==> config.mk <==
export PLATFORM = sky130hd
export DESIGN_NAME = word_packer
export DESIGN_NICKNAME = d
export VERILOG_FILES = /design/src/rtl/word_packer.sv
export SDC_FILE = /design/constraint.sdc
export NUM_CORES = 1
export LEC_CHECK = 0
export ABC_AREA = 1
export CORE_MARGIN = 3
export CORE_UTILIZATION = 53
export CTS_CLUSTER_DIAMETER = 120
export DETAILED_ROUTE_END_ITERATION = 8
export GPL_TIMING_DRIVEN = 0
export PLACE_DENSITY = 0.88
export REMOVE_ABC_BUFFERS = 1
export SETUP_SLACK_MARGIN = 0.5
export SYNTH_ARGS = -nofsm -noshare
export SYNTH_HDL_FRONTEND = slang
export SYNTH_SLANG_ARGS = --single-unit
==> constraint.sdc <==
create_clock -name clock -period 4.2 [get_ports clock]
set_clock_uncertainty 0.15 [all_clocks]
set_input_delay 0.42 -clock clock [delete_from_list [all_inputs] [get_ports clock]]
set_output_delay 0.42 -clock clock [all_outputs]
set_load 0.1 [all_outputs]
==> src/rtl/word_packer.sv <==
// -----------------------------------------------------------------------------
// word_packer
//
// Serial-to-parallel front end for the pairwise multiply / adder-tree datapath.
// It collects one NB_DATA-bit word per accepted handshake and packs up to
// N_WORDS words into one flat vector. Word k sits at
// o_data[(k+1)*NB_DATA-1 -: NB_DATA]. The completed frame is held stable until
// downstream takes it, so the combinational multiplier stage sees a constant
// operand vector while it consumes the frame.
//
// Handshake semantics (both sides):
//   A transfer happens on a rising clock edge where valid && ready are both 1.
//   Input side : a word is taken when i_valid && o_ready.
//   Output side: the frame is taken when o_valid && i_ready.
//   A valid source holds its payload until that edge. i_last and i_ready
//   have no effect when their partner signal is low.
//
// Ports:
//   clock    in   rising-edge clock
//   reset    in   asynchronous, active-low reset
//   i_data   in   [NB_DATA-1:0] input word (opaque bits)
//   i_valid  in   i_data is valid this cycle
//   i_last   in   final word of a short frame (qualified by i_valid)
//   i_clear  in   synchronous flush; highest priority over accept/transfer
//   o_ready  out  packer accepts a word this cycle (decoded from state only)
//   o_data   out  [N_WORDS*NB_DATA-1:0] packed frame, unwritten slots are 0
//   o_valid  out  o_data holds a complete frame
//   i_ready  in   downstream takes the frame this cycle
//   o_count  out  [$clog2(N_WORDS+1)-1:0] number of real (non-padded) words
//   o_state  out  current FSM state, for observation only
// -----------------------------------------------------------------------------
module word_packer #(
  parameter int N_WORDS = 32,
  parameter int NB_DATA = 8
) (
  input  logic                         clock,
  input  logic                         reset,
  input  logic [NB_DATA-1:0]           i_data,
  input  logic                         i_valid,
  input  logic                         i_last,
  input  logic                         i_clear,
  output logic                         o_ready,
  output logic [N_WORDS*NB_DATA-1:0]   o_data,
  output logic                         o_valid,
  input  logic                         i_ready,
  output logic [$clog2(N_WORDS+1)-1:0] o_count,
  output logic [0:0]                   o_state
);

  localparam int PW = $clog2(N_WORDS);
  localparam int CW = $clog2(N_WORDS + 1);

  localparam logic [0:0] FILL = 1'b0;
  localparam logic [0:0] FULL = 1'b1;

  logic [0:0]    state;
  logic [PW-1:0] wr_ptr;

  // The last slot index; reaching it (or seeing i_last) closes the frame.
  localparam logic [PW-1:0] LAST_SLOT = PW'(N_WORDS - 1);

  always_ff @(posedge clock or negedge reset) begin
    if (!reset) begin
      state   <= FILL;
      wr_ptr  <= '0;
      o_data  <= '0;
      o_valid <= 1'b0;
      o_count <= '0;
    end else if (i_clear) begin
      // Flush wins over any accept or transfer in the same cycle.
      state   <= FILL;
      wr_ptr  <= '0;
      o_data  <= '0;
      o_valid <= 1'b0;
      o_count <= '0;
    end else begin
      case (state)
        FILL: begin
          if (i_valid) begin
            // Decoded slot write keeps every index a constant.
            for (int k = 0; k < N_WORDS; k++) begin
              if (wr_ptr == PW'(k)) begin
                o_data[k*NB_DATA +: NB_DATA] <= i_data;
              end
            end
            o_count <= o_count + CW'(1);
            if (wr_ptr == LAST_SLOT || i_last) begin
              // The pointer is not advanced here so it never passes the
              // last slot; transfer brings it back to 0.
              state   <= FULL;
              o_valid <= 1'b1;
            end else begin
              wr_ptr <= wr_ptr + PW'(1);
            end
          end
        end
        FULL: begin
          // Frame is frozen; input words are refused via o_ready=0.
          if (i_ready) begin
            state   <= FILL;
            wr_ptr  <= '0;
            o_data  <= '0;
            o_valid <= 1'b0;
            o_count <= '0;
          end
        end
        default: begin
          state   <= FILL;
          wr_ptr  <= '0;
          o_data  <= '0;
          o_valid <= 1'b0;
          o_count <= '0;
        end
      endcase
    end
  end

  assign o_ready = (state == FILL);
  assign o_state = state;

endmodule

Yosys cells after proc, flatten, opt, wreduce, memory -nomap -nowiden
Cells that the tools add are included.
{ "op_classes": {"addsub": 2, "multipliers": 0, "div": 0, "n_lt_le_gt_ge": 0, "n_eq_ne": 67, "shift": 0, "muxes": 55, "bitwise": 1, "n_reduce_logical": 37} }
{ "op_table": {"columns": ["op", "count"], "rows": [
  ["256-bit 2-to-1 mux", 3],
  ["256-bit case mux with 2 select lines", 1],
  ["8-bit 2-to-1 mux", 32],
  ["3-bit AND reduction", 34],
  ["3-bit by 2-bit != test with 1-bit output, second input constant", 33],
  ["5-bit == test, second input constant", 16],
  ["5-bit by 4-bit == test with 1-bit output, second input constant", 8],
  ["5-bit by 3-bit == test with 1-bit output, second input constant", 4],
  ["5-bit 2-to-1 mux", 4],
  ["6-bit 2-to-1 mux", 3],
  ["6-bit case mux with 2 select lines", 1],
  ["5-bit by 2-bit == test with 1-bit output, second input constant", 2],
  ["5-bit case mux with 2 select lines", 1],
  ["3-bit != test, second input constant", 3],
  ["1-bit 2-to-1 mux", 8],
  ["6-bit by 1-bit adder with 6-bit output, second input constant", 1],
  ["5-bit by 1-bit adder with 5-bit output, second input constant", 1],
  ["5-bit by 1-bit == test with 1-bit output, second input constant", 1],
  ["5-bit logical NOT", 1],
  ["1-bit case mux with 2 select lines", 2],
  ["2-bit AND reduction", 1],
  ["1-bit logical OR", 1],
  ["1-bit NOT", 1]
]} }
{ "totals": {"ff_bits": 269, "latch_bits": 0, "ramBits": 0, "romBits": 0, "wordCells": 198, "mem_count": 0} }

Depth between registers and ports, before layout
{ "logic_depth": {"ltp_word": 6, "mapped_depth": 10} }

Worst setup path after synthesis
Ideal clock, no wire load.
{ "synth_path": {"kind": "register to register", "startpoint": "register state, in the netlist o_state", "endpoint": "register o_data[32]", "setup_ps": 83, "t_arrival_ps": 2747, "t_required_ps": 3967, "slack_ps": 1220, "stages_incl_launch_ff": 9, "n_path_buf": 2, "synth_period_minus_slack_ps": 2980, "path_cell_list": "dfrtp_1 -> inv_1 -> o21ai_1 -> nand2_2 -> buf_6 -> nand2_2 -> buf_6 -> nand3_1 -> o21ai_0"} }
{ "synth_via": {"elab_chain_cells": 3, "elab_cells_between_ends": 7, "classes_between": "eq/ne (3); mux (2); bitwise (1); reduce/logical (1)"} }
{ "synth_lines": {"columns": ["item", "line", "text"], "rows": [
  ["from (decl)", "56", "logic [0:0] state;"],
  ["from (signal assigned)", "64", "state <= FILL;"],
  ["from (signal assigned)", "71", "state <= FILL;"],
  ["from (signal assigned)", "90", "state <= FULL;"],
  ["1-bit NOT *", null, null],
  ["via o_ready", "42", "output logic o_ready,"],
  ["3-bit by 2-bit != test with 1-bit output (no source line) (tied with other cells)", null, null],
  ["3-bit AND reduction (no source line) or 256-bit 2-to-1 mux (tied branches)", null, null],
  ["to (signal, indexed assignment)", "83", "o_data[k*NB_DATA +: NB_DATA] <= i_data;"],
  ["to (decl)", "43", "output logic [N_WORDS*NB_DATA-1:0] o_data,"]
]} }
The timed path passes the listed nets; every way through them passes the cells marked *.
A chain may end at the register's enable or synchronous reset.

Worst setup path after layout
{ "layout_path": {"startpoint": "register state, in the netlist o_state", "endpoint": "register o_data[157]"} }
{ "layout_via": {"elab_chain_cells": 3, "elab_cells_between_ends": 7, "classes_between": "eq/ne (3); mux (2); bitwise (1); reduce/logical (1)"} }
{ "layout_lines": {"columns": ["item"], "rows": [
  ["1-bit NOT"],
  ["3-bit by 2-bit != test with 1-bit output (no source line) (tied with other cells)"],
  ["3-bit AND reduction (no source line) or 256-bit 2-to-1 mux (tied branches)"]
]} }
Parallel ways exist; a longest one is shown, timed or not.

==> results.toml <==
[global_routing]
grt_pass1_vias = 9177
grt_use_total = 0.278
grt_pass1_wl_um = 49900
grt_max_degree = 130
antenna_found_initial = 0
grt_overflow = 0

[min_path]
hold_path.class = "in2async"

[synth]
yosys.area_share.simple = 0.194
synth_fa_ha_area_frac = 0.00797
avgSynthCellArea_um2 = 10.1
synth_area_um2 = 11000
synth_top_area_frac = 0.612
synthTopCellsByArea = "dfrtp_1 (61%), nand3_1 (12%), o21ai_0 (10%)"
ys_warn_count = 0
synth.distinct_cells = 26
ys_seq_area_frac = 0.612
synth_compound_area_frac = 0.117
synthCells = 1088
netlist.top_cell.by_area = "dfrtp_1"
synth-seq-cells = 269
synth_top_family_by_area = "simple AND/OR/NAND/NOR gates"
synth_xor_area_frac = 0.000797
synthMuxAreaShare = 0

[die]
pin_count = 279
rows = 52
core_area_um2 = 20300
die_h_um = 150
die_area_um2 = 22500
die_w_um = 150
initial_utilization = 0.542

[worst_setup_path]
worst_setup_path_start_kind = "flop"
crit_type = "reg2reg"
rr_startpoint = "o_state"
crit_required_ns = 4.49
endpoint = "o_data[157]"
reg2regPathDepth = 5
r2r_setup_slack_ns = 1.18
cp_data_arrival_time_ns = 3.31
worst_setup_path_end_kind = "flop"
startpoint = "o_state"
crit_fanout = 28
reg2reg_to = "o_data[157]"

[final_layout]
fin_area_um2 = 14600
nets = 1342
fin_cells = 1609
antenna_cells = 0
area_delta_synth_final_pct = 33.1
layout-drive-gt1-share = 0.0657
layout_commonest_cell = "clkdlybuf4s50_1"
nFillCells = 1515
multi_input_area_um2 = 3510
ff_latch_area_um2 = 6730
final_cell_mix = "clkdlybuf4s50_1 (277), dfrtp_1 (269), nand3_1 (253)"

[clock_network]
htreeDepth = 1
cts_tree = "built"
clock_sinks = 269
clkSlewWorstSetupHoldPaths_ns = 0.07
numCtsBuffers = 27
cts_max_path_buffers = 3
post_cts_buffers = 0
root_buffer = "clkbuf_16"
insertion_delay_ns = 0.52

[place]
place_congestion = 0.817
place_area_um2 = 13700
placed_cells = 1559
numPortBuffers = 278
post-dp-hpwl_um = 19800

[timing]
hold_slack_ns = 0.207
relSlewSlack = 0.0856
hold_viol = 0
fmax_ghz = 0.331
finalSetupViolations = 0
finalMaxSlewViolations = 0
rsz0062_at_grt = "false"
fin_crit_ns = 3.02
finalCritPeriodShare = 0.720
worstMarginPinSlew_ns = 1.37

[power]
power_frac_clock = 0.395
leakage_uw = 0.00647
p_sw_frac = 0.307
p_per_area_nw_per_um2 = 428
seq_power_share = 0.433
max-vdd-ir-drop_v = 0.000400
p_switching_uw = 1920
comb_power_share = 0.172
p_int_uw = 4340

[detailed_routing]
routed_wl_um = 31900
wire_per_inst_um = 19.8
routed-via-count = 9197
dr.pass1.iters = 5
drtAntennaViolNets = 0
drt-initial-drc-count = 564
vias_per_cell = 5.72
drc = 0

[flow_run]
cap_violations = 0

[status]
status = "finished clean"
what timing repair did:
| item | in CTS | in global routing |
|---|---|---|
| endpoints found under the setup margin | 0 | 0 |
| hold buffers | 1 | 0 |
| endpoints found under the hold margin | 33 | 0 |
| gates resized for setup | 0 | 0 |
stage by stage:
stage                     setup WS [ns]  power, uW  utilization   TNS, ns
after floorplan                   0.459       3470            -         0
after global placement            -8.54       3790        0.668  -2291.35
after detailed placement          0.682       3820        0.673         0
after CTS                          1.13       6280        0.718         0
after global routing               1.05       6460        0.721         0
final                              1.18       6270        0.721         0
power groups by stage:
stage                     Sequential [uW]  Clock, uW  Combinational, uW
final                                2710       2480               1080
after global routing                 2720       2600               1130
after global placement               2760          0               1030
after CTS                            2710       2500               1070
after detailed placement             2760          0               1060
after floorplan                      3230          0                249
cells in the mapped netlist, drive strengths merged:
master,number
nand3,255
dfrtp,269
clkbuf,21
ha,7
buf,59
inv,52
a21oi,4
nor2,43
xor2,1
nand4,4
o21ai,249
nand2,123
o21a,1
how the worst min path moves through the flow:
| stage | startpoint | end | slack [ns] | cells after the start |
|---|---|---|---|---|
| 2_1_floorplan | reset | o_count[0] | -0.03 | 0 |
| 3_3_place_gp | o_valid | o_valid | 0.32 | 1 |
| 3_5_place_dp | reset | o_data[105] | 0.16 | 1 |
| 4_1_cts | reset | o_data[226] | 0.20 | 2 |
| 5_1_grt | reset | o_data[226] | 0.23 | 2 |
| 6_report | reset | o_data[105] | 0.21 | 2 |
critical path, stage by stage (launching register included):
cell and delay, ns:
dfrtp_1 0.49, nor2_4 0.54, nand2_1 0.97, inv_1 0.56, nand2_1 0.10, o21ai_0 0.10
cells by family after synthesis:
logic type	after synthesis
AOI/OAI and AO/OA	254
xor gates and xnor gates	1
adders and majority gates	7
buffers and inverters	132
DFF	269
and+or+nand+nor	425
registers in the layout, indices dropped and copies added, names as in the netlist:
signal   count
wr_ptr       5
o_state      1
o_count      6
o_valid      1
o_data     256
metal layers:
layer,track usage,share of wire,up-vias
li1,-,-,4184
met1,0.354,0.39,4532
met2,0.455,0.48,402
met3,0.0796,0.092,79
met4,0.108,0.037,0
met5,0,0,-
layout make-up:
cell class / count / area share
inverter: 52 / 0.0139
multi-input combinational: 687 / 0.240
clock inverter: 9 / 0.00872
sequential: 269 / 0.460
timing repair buffer: 284 / 0.200
clock buffer: 38 / 0.0538
tap: 270 / 0.0231
Note: power is estimated with default switching activity, not from simulation.
